## config.mk

```make
export PLATFORM = sky130hd
export DESIGN_NAME = mem_port_arbiter_flat
export DESIGN_NICKNAME = d
export VERILOG_FILES = /design/src/rtl/mem_arb_pkg.sv /design/src/rtl/mem_port_arbiter_if.sv /design/src/rtl/rr_pick.sv /design/src/rtl/mem_port_arbiter.sv /design/src/flat_wrapper.sv
export SDC_FILE = /design/constraint.sdc
export NUM_CORES = 1
export LEC_CHECK = 0
export CORE_ASPECT_RATIO = 0.6
export CORE_UTILIZATION = 45
export CTS_CLUSTER_DIAMETER = 40
export DETAILED_ROUTE_END_ITERATION = 6
export GPL_ROUTABILITY_DRIVEN = 0
export PLACE_DENSITY = 0.68
export SETUP_SLACK_MARGIN = 0.02
export SLEW_MARGIN = 30
export SYNTH_ARGS = -nofsm -noshare
export SYNTH_HDL_FRONTEND = slang
export SYNTH_SLANG_ARGS = --single-unit
```

## constraint.sdc

```tcl
create_clock -name clk_i -period 2.26 [get_ports clk_i]
set_clock_uncertainty 0.2 [all_clocks]
set_input_delay 0.226 -clock clk_i [delete_from_list [all_inputs] [get_ports clk_i]]
set_output_delay 0.226 -clock clk_i [all_outputs]
set_load 0.1 [all_outputs]
```

## src/rtl/mem_arb_pkg.sv

```systemverilog
// rtl/mem_arb_pkg.sv - shared types and constants for the memory port arbiter
// Purpose: requester count, select width, FSM state type and requester indices.
// Ports: none (package).
package mem_arb_pkg;

  localparam int NUM_REQ = 4;
  localparam int SEL_W   = 2;

  typedef enum logic {
    ST_IDLE,
    ST_ACCESS
  } state_t;

  localparam logic [SEL_W-1:0] REQ_IF  = 2'd0;
  localparam logic [SEL_W-1:0] REQ_LS  = 2'd1;
  localparam logic [SEL_W-1:0] REQ_DMA = 2'd2;
  localparam logic [SEL_W-1:0] REQ_DBG = 2'd3;

endpackage

```

## src/rtl/mem_port_arbiter_if.sv

```systemverilog
// rtl/mem_port_arbiter_if.sv - requester/memory handshake bundle for the arbiter
// Purpose: groups the request, grant, select and memory handshake signals.
// Ports (signals):
//   req_i     requester level requests        mem_ack_i memory completion pulse
//   gnt_o     one-hot grant                   sel_o     datapath mux select
//   mem_req_o memory transaction strobe       done_o    per-requester completion pulse
//   err_o     timeout abort pulse             busy_o    access in progress
// Modports: master = arbiter side, slave = requester/memory side.
interface mem_port_arbiter_if;
  import mem_arb_pkg::*;

  logic [NUM_REQ-1:0] req_i;
  logic               mem_ack_i;
  logic [NUM_REQ-1:0] gnt_o;
  logic [SEL_W-1:0]   sel_o;
  logic               mem_req_o;
  logic [NUM_REQ-1:0] done_o;
  logic               err_o;
  logic               busy_o;

  modport master (
    input  req_i, mem_ack_i,
    output gnt_o, sel_o, mem_req_o, done_o, err_o, busy_o
  );

  modport slave (
    output req_i, mem_ack_i,
    input  gnt_o, sel_o, mem_req_o, done_o, err_o, busy_o
  );

endinterface

```

## src/rtl/rr_pick.sv

```systemverilog
// rtl/rr_pick.sv - combinational round-robin priority encoder
// Purpose: picks the first requester after last_i in modulo-4 order.
// Ports:
//   req_i   request vector          last_i  most recently served index
//   valid_o any request present     idx_o   winning index
module rr_pick
  import mem_arb_pkg::*;
(
  input  logic [NUM_REQ-1:0] req_i,
  input  logic [SEL_W-1:0]   last_i,
  output logic               valid_o,
  output logic [SEL_W-1:0]   idx_o
);

  logic [SEL_W-1:0] cand;

  // Scan from lowest priority (last itself) up to highest (last+1) so the
  // final match left standing is the highest-priority requester.
  always_comb begin
    valid_o = 1'b0;
    idx_o   = last_i;
    cand    = '0;
    for (int i = NUM_REQ; i >= 1; i--) begin
      cand = last_i + SEL_W'(i);
      if (req_i[cand]) begin
        valid_o = 1'b1;
        idx_o   = cand;
      end
    end
  end

endmodule

```

## src/rtl/mem_port_arbiter.sv

```systemverilog
// rtl/mem_port_arbiter.sv - round-robin arbiter for the shared 16-bit memory port
// Purpose: grants one of four requesters at a time, waits for mem_ack_i and
//   aborts with err_o after TIMEOUT_CYC cycles without acknowledge.
// Ports:
//   clk_i  clock (rising edge)   rst_i  synchronous active-high reset
//   bus    master modport of mem_port_arbiter_if (requests, grant, select,
//          memory handshake, completion/error pulses, busy)
module mem_port_arbiter
  import mem_arb_pkg::*;
#(
  parameter int TIMEOUT_CYC = 16
) (
  input  logic clk_i,
  input  logic rst_i,
  mem_port_arbiter_if.master bus
);

  state_t             state_q, state_d;
  logic [NUM_REQ-1:0] gnt_q, gnt_d;
  logic [SEL_W-1:0]   sel_q, sel_d;
  logic               mem_req_q, mem_req_d;
  logic [NUM_REQ-1:0] done_q, done_d;
  logic               err_q, err_d;
  logic               busy_q, busy_d;
  logic [SEL_W-1:0]   last_q, last_d;
  logic [7:0]         cnt_q, cnt_d;

  logic [NUM_REQ-1:0] eff_req;
  logic               pick_valid;
  logic [SEL_W-1:0]   pick_idx;

  // The requester being completed this cycle still has req_i high; masking it
  // prevents an immediate back-to-back regrant of the same requester.
  assign eff_req = bus.req_i & ~done_q;

  rr_pick u_rr_pick (
    .req_i   (eff_req),
    .last_i  (last_q),
    .valid_o (pick_valid),
    .idx_o   (pick_idx)
  );

  always_comb begin
    state_d   = state_q;
    gnt_d     = gnt_q;
    sel_d     = sel_q;
    mem_req_d = mem_req_q;
    done_d    = '0;
    err_d     = 1'b0;
    busy_d    = busy_q;
    last_d    = last_q;
    cnt_d     = cnt_q;
    case (state_q)
      ST_IDLE: begin
        if (pick_valid) begin
          state_d         = ST_ACCESS;
          gnt_d           = '0;
          gnt_d[pick_idx] = 1'b1;
          sel_d           = pick_idx;
          mem_req_d       = 1'b1;
          busy_d          = 1'b1;
          cnt_d           = '0;
        end
      end
      ST_ACCESS: begin
        // An ack coinciding with the terminal count wins: normal completion.
        if (bus.mem_ack_i || (cnt_q == 8'(TIMEOUT_CYC - 1))) begin
          state_d   = ST_IDLE;
          done_d    = gnt_q;
          err_d     = ~bus.mem_ack_i;
          gnt_d     = '0;
          mem_req_d = 1'b0;
          busy_d    = 1'b0;
          last_d    = sel_q;
        end else begin
          cnt_d = cnt_q + 8'd1;
        end
      end
      default: state_d = ST_IDLE;
    endcase
  end

  always_ff @(posedge clk_i) begin
    if (rst_i) begin
      state_q   <= ST_IDLE;
      gnt_q     <= '0;
      sel_q     <= '0;
      mem_req_q <= 1'b0;
      done_q    <= '0;
      err_q     <= 1'b0;
      busy_q    <= 1'b0;
      last_q    <= REQ_DBG;
      cnt_q     <= '0;
    end else begin
      state_q   <= state_d;
      gnt_q     <= gnt_d;
      sel_q     <= sel_d;
      mem_req_q <= mem_req_d;
      done_q    <= done_d;
      err_q     <= err_d;
      busy_q    <= busy_d;
      last_q    <= last_d;
      cnt_q     <= cnt_d;
    end
  end

  assign bus.gnt_o     = gnt_q;
  assign bus.sel_o     = sel_q;
  assign bus.mem_req_o = mem_req_q;
  assign bus.done_o    = done_q;
  assign bus.err_o     = err_q;
  assign bus.busy_o    = busy_q;

endmodule

```

## src/flat_wrapper.sv

```systemverilog
// flat-port wrapper written by rule: the top's interface ports become plain ports
module mem_port_arbiter_flat import mem_arb_pkg::*;
#(
  parameter int TIMEOUT_CYC = 16
)
  (clk_i, rst_i, bus_req_i, bus_mem_ack_i, bus_gnt_o, bus_sel_o, bus_mem_req_o, bus_done_o, bus_err_o, bus_busy_o);
  mem_port_arbiter_if bus_i ();
  input  logic clk_i;
  input  logic rst_i;
  input wire logic [$bits(bus_i.req_i)-1:0] bus_req_i;
  input wire logic [$bits(bus_i.mem_ack_i)-1:0] bus_mem_ack_i;
  output wire logic [$bits(bus_i.gnt_o)-1:0] bus_gnt_o;
  output wire logic [$bits(bus_i.sel_o)-1:0] bus_sel_o;
  output wire logic [$bits(bus_i.mem_req_o)-1:0] bus_mem_req_o;
  output wire logic [$bits(bus_i.done_o)-1:0] bus_done_o;
  output wire logic [$bits(bus_i.err_o)-1:0] bus_err_o;
  output wire logic [$bits(bus_i.busy_o)-1:0] bus_busy_o;
  assign bus_i.req_i = bus_req_i;
  assign bus_i.mem_ack_i = bus_mem_ack_i;
  assign bus_gnt_o = bus_i.gnt_o;
  assign bus_sel_o = bus_i.sel_o;
  assign bus_mem_req_o = bus_i.mem_req_o;
  assign bus_done_o = bus_i.done_o;
  assign bus_err_o = bus_i.err_o;
  assign bus_busy_o = bus_i.busy_o;
  mem_port_arbiter #(.TIMEOUT_CYC(TIMEOUT_CYC)) u_core (.clk_i(clk_i), .rst_i(rst_i), .bus(bus_i));
endmodule
```

# ---- After elaboration in Yosys (flattened, before gate mapping)
# Index checks and enable logic that the tools add are counted.
# Widths: inputs -> output; s select.
dict set report totals {
  ff_bits 23
  out_inout_bits 13
  in_bits 7
  elab_cells 63
}
dict set report op_classes {
  n_mux 29
  reduce_logical 7
  n_bitwise 5
  n_eq_ne 4
  n_lt_le_gt_ge 6
  n_addsub 4
}
# operator count
set ops {}
lappend ops {{$mux 8} 2}
lappend ops {{$pmux 8 s2} 1}
lappend ops {{$lt 2x3->1 const B} 5}
lappend ops {{$mux 1} 13}
lappend ops {{$add 8x1->8 const B} 1}
lappend ops {{$bmux 1 s2} 4}
lappend ops {{$eq 8x4->1 const B} 1}
lappend ops {{$mux 4} 2}
lappend ops {{$pmux 4 s2} 1}
lappend ops {{$reduce_and 2->1} 4}
lappend ops {{$mux 2} 3}
lappend ops {{$add 2x2->2 const B} 2}
lappend ops {{$and 4x4->4} 1}
lappend ops {{$ne 2x2->1 const B} 2}
lappend ops {{$not 4->4} 1}
lappend ops {{$pmux 1 s2} 2}
lappend ops {{$not 1->1} 3}
lappend ops {{$reduce_or 3->1} 1}
lappend ops {{$add 2x1->2 const B} 1}
lappend ops {{$demux 1 s2} 1}
lappend ops {{$ge 2x1->1 const B} 1}
lappend ops {{$ne 2x1->1 const B} 1}
lappend ops {{$logic_and 1x1->1} 1}
lappend ops {{$logic_or 1x1->1} 1}

# ---- Depth between registers and ports, before layout
# Gate-level depths: netlist (run 1).
dict set report logic_depth {
  word_depth 13
  mapped_depth 6
  mapped_depth_nobuf 5
}

# ---- Modules after synthesis
# Synthesis (run 1) repeated with hierarchy kept, for this count alone.
dict set report unflattened {
  cells_unflattened 118
  hier_area_um2 1111.1
}
# mod seq_area_each_um2 area_each_um2 cells_each instances
set modules_own_cells {}
lappend modules_own_cells {mem_port_arbiter 460.4 1028.5 104 1}
lappend modules_own_cells {rr_pick 0.0 82.6 14 1}

# ---- Least setup slack after synthesis (run 1)
# Ideal clock, no wire load.
dict set report synth_path {
  kind {register -> register}
  from {reg u_core.done_q[3] (netlist: u_core.bus.done_o[3])}
  to {reg u_core.gnt_q[0] (netlist: u_core.bus.gnt_o[0])}
  stages_incl_launch_ff 6
  setup_slack_ps 36
  required_ps 1943
  t_arrival_ps 1906
  n_path_buf 1
  period_less_slack_ps 2224
  setup_time_ps 117
  path_cell_list {dfxtp_1 -> nand2b_1 -> a41o_1 -> buf_2 -> nor2_1 -> a32o_1}
}
dict set report synth_via {
  elab_chain_cells 13
  word_cells_on_any_way 26
  classes_between {order compare: 2; eq/ne: 1; mux: 19; bitwise: 2; reduce/logical: 2}
}
# item line
set synth_lines {}
lappend synth_lines {{from (decl)} mem_port_arbiter.sv:22} ;# logic [NUM_REQ-1:0] done_q, done_d;
lappend synth_lines {{from (signal assigned)} mem_port_arbiter.sv:99} ;# done_q <= done_d;
lappend synth_lines {{$not 4->4 (*)} mem_port_arbiter.sv:34} ;# assign eff_req = bus.req_i & ~done_q;
lappend synth_lines {{$and 4x4->4 (*)} mem_port_arbiter.sv:34}
lappend synth_lines {{$bmux 1 s2} rr_pick.sv:25} ;# if (req_i[cand]) begin
lappend synth_lines {{$mux 1 (not written as such)} rr_pick.sv:25}
lappend synth_lines {{$mux 2 (3 in a row)} rr_pick.sv:25}
lappend synth_lines {{$lt 2x3->1 (not written as such) or $ge 2x1->1 (tied branches)} mem_port_arbiter.sv:58} ;# gnt_d[pick_idx] = 1'b1;
lappend synth_lines {{$logic_and 1x1->1 (not written as such)} mem_port_arbiter.sv:58}
lappend synth_lines {{$mux 1 (not written as such)} mem_port_arbiter.sv:58}
lappend synth_lines {{$demux 1 s2} n/a}
lappend synth_lines {{$mux 4} mem_port_arbiter.sv:55} ;# if (pick_valid) begin
lappend synth_lines {{$pmux 4 s2} mem_port_arbiter.sv:53} ;# case (state_q)
lappend synth_lines {{to (signal assigned)} mem_port_arbiter.sv:96} ;# gnt_q <= gnt_d;
lappend synth_lines {{to (decl)} mem_port_arbiter.sv:19} ;# logic [NUM_REQ-1:0] gnt_q, gnt_d;
# Mark *: on every way between the ends. The rest lies on a longest branch, timed or not. The select of a mux whose other input is x is not followed.
# A chain may end at the register's enable or synchronous reset.

# ---- Worst setup path after layout (run 1)
dict set report layout_path {
  from {reg u_core.cnt_q[0]}
  to {reg u_core.cnt_q[6]}
}
dict set report layout_via {
  elab_chain_cells 4
  word_cells_on_any_way 7
  classes_between {add/sub: 1; eq/ne: 2; mux: 2; reduce/logical: 2}
}
# item line
set layout_lines {}
lappend layout_lines {{from (decl)} mem_port_arbiter.sv:26} ;# logic [7:0] cnt_q, cnt_d;
lappend layout_lines {{from (signal assigned)} mem_port_arbiter.sv:103} ;# cnt_q <= cnt_d;
lappend layout_lines {{branches (longest 4 deep; another with $add 8x1->8)} n/a}
# Parallel ways; which one is timed is not known. The select of a mux whose other input is x is not followed.

==> results of run 1 <==
[cell families after synthesis]
kind of cell,Yosys count
adder cells (fa/ha/maj),1
multiplexers,1
XOR/XNOR,3
buffers and inverters,9
flip-flops,23
AND/OR/NAND/NOR,49
AO/OA/AOI/OAI,31
[cells in the mapped netlist, drive strengths merged]
cell	count	share of area, %
a311oi	2	1.6
nand3	12	5.6
o32ai	2	1.6
a211oi	3	2.1
and3	7	4.1
inv	4	1.4
buf	3	1.6
a41o	1	0.94
ha	1	1.2
nand4b	1	0.82
a21oi	7	3.3
o211ai	1	0.71
nand4	1	0.59
dfxtp	23	43
nand2b	6	3.8
o211a	1	0.94
a2bb2oi	2	1.6
nand4bb	1	1.1
clkbuf	2	0.71
nor3b	1	0.71
o21ai	4	1.9
xnor2	3	2.5
mux2i	1	0.94
o2bb2ai	1	0.82
nor4	2	2.6
o31a	1	0.82
nor2b	1	0.59
a32o	2	1.9
a31oi	1	0.59
or3	1	0.59
nor3	2	0.94
nand2	6	2.1
a41oi	1	1.5
nor2	8	3.1
a21o	2	1.4
[power by group through the flow]
stage          Combinational (mW)  Clock (mW)  Sequential, mW
2_1_floorplan              0.0856           0           0.539
3_3_place_gp                0.226           0           0.451
3_5_place_dp                0.227           0           0.452
4_1_cts                     0.228       0.260           0.443
5_1_grt                     0.240       0.283           0.446
6_report                    0.228       0.257           0.443
[routing by layer]
layer	track usage [%]	wire length [um]	part of all wire, %
met4	6.67	27	1.1
met2	28.6	941	39
met3	6.98	127	5.2
met1	31.2	1330	55
met5	0	0	0
[flip-flops by register name, summed over array words and instances, names as in the netlist]
register           flops
u_core.state_q         1
u_core.bus.sel_o       2
u_core.cnt_q           8
u_core.bus.done_o      4
u_core.bus.err_o       1
u_core.bus.gnt_o       4
u_core.last_q          2
u_core.bus.busy_o      1
[worst max-delay path, delay by kind of cell, from the launching register on]
family,cells,cell delay [ns]
flip-flops,1,0.35
adder cells (fa/ha/maj),1,0.25
AND/OR/NAND/NOR,2,0.64
AO/OA/AOI/OAI,2,0.38
[final timing paths]
kind | start | endpoint | slack, ns
worst min register to register | u_core.bus.gnt_o[1] | u_core.bus.done_o[1] | 0.31
worst max register to register | u_core.cnt_q[0] | u_core.cnt_q[6] | 0.38
worst max-delay path | u_core.cnt_q[0] | u_core.cnt_q[6] | 0.38
worst min-delay path | u_core.bus.gnt_o[1] | u_core.bus.done_o[1] | 0.31
[cell type report]
type	instances	area share (%)
Multi-Input combinational cell	85	43.5
Tap cell	30	2.90
Sequential cell	23	35.5
Clock inverter	1	0.386
Clock buffer	3	3.19
Inverter	4	1.16
Timing Repair Buffer	21	13.3
==> results.yml, run 1 <==
route:
  routedWlPerCell_um: 14.5
  drtIter0Drc: 66
  viasPerCell: 5.69
  post-route-drc-count: 0
  dr.pass1.iters: 4
  routed_wirelength_um: 2420
  num_vias: 950
  ant_nets: 0
global_route:
  grt_max_degree: 14
  grt_overflow: 0
  track_usage_pct: 21.4
  grt_pass1_wl_um: 3860
  antenna_found_initial: 0
  grt_pass1_vias: 785
cells_and_area:
  num_antenna_cells: 0
  seq_area_um2: 460
  layout-drive-gt1-share_pct: 16.8
  area_growth_syn_to_layout_pct: 21.7
  fillCellCount: 202
  final_common_cell: "dfxtp_1"
  final_cell_mix: "dfxtp_1 (23), buf_4 (15), nand3_1 (12)"
  final_area_um2: 1300
  fin_cells: 167
  fin_util_pct: 59.0
  nets: 146
  multi_input_area_um2: 564
floorplanning:
  io_pins: 20
  initial_core_util_pct: 48.5
  die_h_um: 39.7
  core.rowCount: 13
  die_area_um2: 2570
  die_w_um: 64.8
  design.core.area_um2: 2200
placed_design:
  place_ws_ns: 0.263
  dp.cells: 163
  dpl_cell_area_um2: 1250
  numPortBuffers: 19
  dpl.hpwl_um: 1830
sta:
  fmax_mhz: 532
  rsz0062_at_grt: "false"
  postLayoutSetupSlackWorst_ns: 0.379
  finalCritPeriodShare_pct: 83.2
  period_needed_ns: 1.88
  maxSlewViolCount: 0
  setup_viol: 0
  setup_tns_ns: 0
  hold_ws_ns: 0.309
  tightest_slew_ns: 0.437
  slew_headroom_pct: 70.0
  final-hold-violation-count: 0
worst_hold_path:
  hold_path.class: "reg2reg"
  worstHoldPathCells: 1
synth:
  syn-num-nets: 125
  synth_compound_area_share_pct: 21.9
  synth_top_family_by_area: "simple AND/OR/NAND/NOR gates"
  synth_fa_ha_area_share_pct: 1.18
  synthMuxAreaShare_pct: 0.940
  synth_xor_area_share_pct: 2.47
  syn-cell-area_um2: 1060
  synth.avg_cell_area_um2: 9.10
  yosys.area_share.simple_pct: 26.6
  yosysWarnings: 0
  ys_types: 40
  ys_seq_area_share_pct: 43.2
  synth-seq-cells: 23
  syn_inst: 117
clocking:
  cts_inserted_buffers: 3
  post_cts_resized: 0
  cts-root-buf: "clkbuf_8"
  cts.path.max_buffers: 2
  tritoncts: "done"
  holdBufCountCts: 0
  post_cts_buffers: 0
  numClockSinks: 23
  clock_latency_ns: 0.27
  clk_pin_slew_ns: 0.08
  cts_max_level: 1
pwr:
  pwr-share-clk_pct: 27.7
  leakage_nw: 0.526
  ir_worst_vdd_v: 0.000494
  seq_power_share_pct: 47.7
  pwr-share-comb_pct: 24.6
  intPower_mw: 0.607
  p_per_area_nw_per_um2: 716
  finalPower_mw: 0.928
  p_sw_share_pct: 34.5
  p_sw_mw: 0.320
run:
  maxCapViolations: 0
setup_path:
  path_class: "reg2reg"
  critPathMaxFanout: 7
  slowest_stage: "or3_1"
  reg2regPathDepth: 5
  crit_arrival_ns: 1.88
  crit_path_max_incr_delay_ns: 0.36
  cp_cell_sequence: "ha_1 -> and3_1 -> a21o_1 -> or3_1 -> a31oi_1"
  cp-end-kind: "register"
  start_kind: "register"
  required_ns: 2.26
outcome:
  status: "finished clean"
Note: power is estimated with default switching activity, not from simulation.
==> inputs of run 2 (changes only) <==
Clock period 2.26 ns to 1.8 ns, I/O delays scaled along.
==> run 2 against run 1 <==
Against the previous run: worst hold slack better by 0.014 ns; sequential cell count stayed put; maximum frequency is 10% higher; core utilization is 14 points higher; global-route usage is 3.8 points higher; sequential share of layout area is 5.5 points lower; clock power is 22% higher; register-to-register slack worse by 0.28 ns; first-iteration DRC count is 11% higher; critical endpoint is now u_core.bus.gnt_o[0].
==> results.yml, run 2 (same netlist as run 1, synthesis figures left out) <==
cells_and_area:
  largest_reg_flops: 8
  nets: 158
  layout-drive-gt1-share_pct: 31.5
  fillCellCount: 169
  area_growth_syn_to_layout_pct: 50.6
  final_common_cell: "dfxtp_1"
  num_antenna_cells: 0
  regMostFlops: "u_core.cnt_q"
  final_cell_mix: "dfxtp_1 (16), buf_4 (14), buf_12 (13)"
global_route:
  grt_max_degree: 14
  grt_pass1_wl_um: 4570
  grt_pass1_vias: 938
  track_usage_pct: 25.2
  grt_overflow: 0
  antenna_found_initial: 0
sta:
  rsz0062_at_grt: "true"
  finalCritPeriodShare_pct: 94.7
  final-hold-violation-count: 0
  maxSlewViolCount: 0
  period_needed_ns: 1.70
  tightest_slew_ns: 0.477
  slew_headroom_pct: 67.9
  setup_viol: 0
  fmax_mhz: 587
  postLayoutSetupSlackWorst_ns: 0.0955
  setup_tns_ns: 0
outcome:
  status: "finished clean"
setup_path:
  cp-end-kind: "register"
  critPathMaxFanout: 6
  start_kind: "register"
  required_ns: 1.75
  path_class: "reg2reg"
  crit_arrival_ns: 1.66
pwr:
  p_per_area_nw_per_um2: 774
  ir_worst_vdd_v: 0.000801
  leakage_nw: 0.625
route:
  routedWlPerCell_um: 15.8
  dr.pass1.iters: 4
  routed_wirelength_um: 2830
  num_vias: 1062
  post-route-drc-count: 0
  viasPerCell: 5.93
  ant_nets: 0
  drtIter0Drc: 73
floorplanning:
  io_pins: 20
  initial_core_util_pct: 48.5
  core.rowCount: 13
  design.core.area_um2: 2200
  die_area_um2: 2570
  die_w_um: 64.8
  die_h_um: 39.7
placed_design:
  dpl.hpwl_um: 2170
  place_ws_ns: -0.135
  numPortBuffers: 19
clocking:
  tritoncts: "done"
  holdBufCountCts: 0
  cts_max_level: 1
  cts_inserted_buffers: 3
  cts.path.max_buffers: 2
  clock_latency_ns: 0.26
  clk_pin_slew_ns: 0.08
  cts-root-buf: "clkbuf_8"
  numClockSinks: 23
worst_hold_path:
  hold_path.class: "reg2reg"
run:
  maxCapViolations: 0
-- run 2: cell count changes in the layout (fill, tap and decap cells not counted), sizes merged --
cell	change
buf	+12
-- run 2: metal layers --
metal | global-route usage [%] | up-vias | wire (um)
met3 | 6.10 | 6 | 198
met1 | 34.4 | 499 | 1370
met4 | 3.89 | 0 | 38
met5 | 0 | - | 0
li1 | - | 510 | -
met2 | 40.9 | 47 | 1230
-- run 2: final cells by class --
type                       instances  area, um2  share of cell area [%]
multi-input combinational         85        598                    37.3
tap                               30       37.5                    2.34
timing repair buffer              33        425                    26.5
clock buffer                       3       41.3                    2.57
sequential                        23        482                    30.0
inverter                           4       15.0                   0.936
clock inverter                     1       5.00                   0.312
-- run 2: timing repair --
item / in CTS / in global routing
gates cloned: 0 / 0
gates resized for setup: 2 / 10
buffers inserted: 0 / 2
setup endpoints to repair: 9 / 12
pin swaps: 0 / 5
-- run 2: through the flow --
stage	utilization (%)	area (um2)	power [mW]	hold WS, ns	instances
after floorplan	-	1080	0.779	0.0593	117
after global placement	68.4	1500	0.925	0.297	173
after detailed placement	68.4	1500	0.933	0.322	173
after CTS	70.8	1550	1.24	0.334	177
after global routing	73.0	1600	1.29	0.356	179
final	73.0	1600	1.24	0.323	179
-- run 2: worst max-delay path, stage by stage, from the launching register on --
cell     delay, ns
dfxtp_1       0.35
nor4_4        0.46
a21o_1        0.22
nand2_1       0.12
a32o_1        0.26
-- run 2: final timing paths --
kind | slack [ns] | to | depth (start not counted) | startpoint
worst max-delay path | 0.1 | u_core.bus.gnt_o[0] | 4 | u_core.cnt_q[7]
worst min-delay path | 0.32 | u_core.cnt_q[6] | 2 | u_core.cnt_q[6]
worst max register to register | 0.1 | u_core.bus.gnt_o[0] | 4 | u_core.cnt_q[7]
worst min register to register | 0.32 | u_core.cnt_q[6] | 2 | u_core.cnt_q[6]
-- run 2: where the power goes --
group | internal, mW | switching [mW]
Clock | 0.154 | 0.159
Combinational | 0.144 | 0.224
Sequential | 0.525 | 0.0355
Total | 0.823 | 0.418
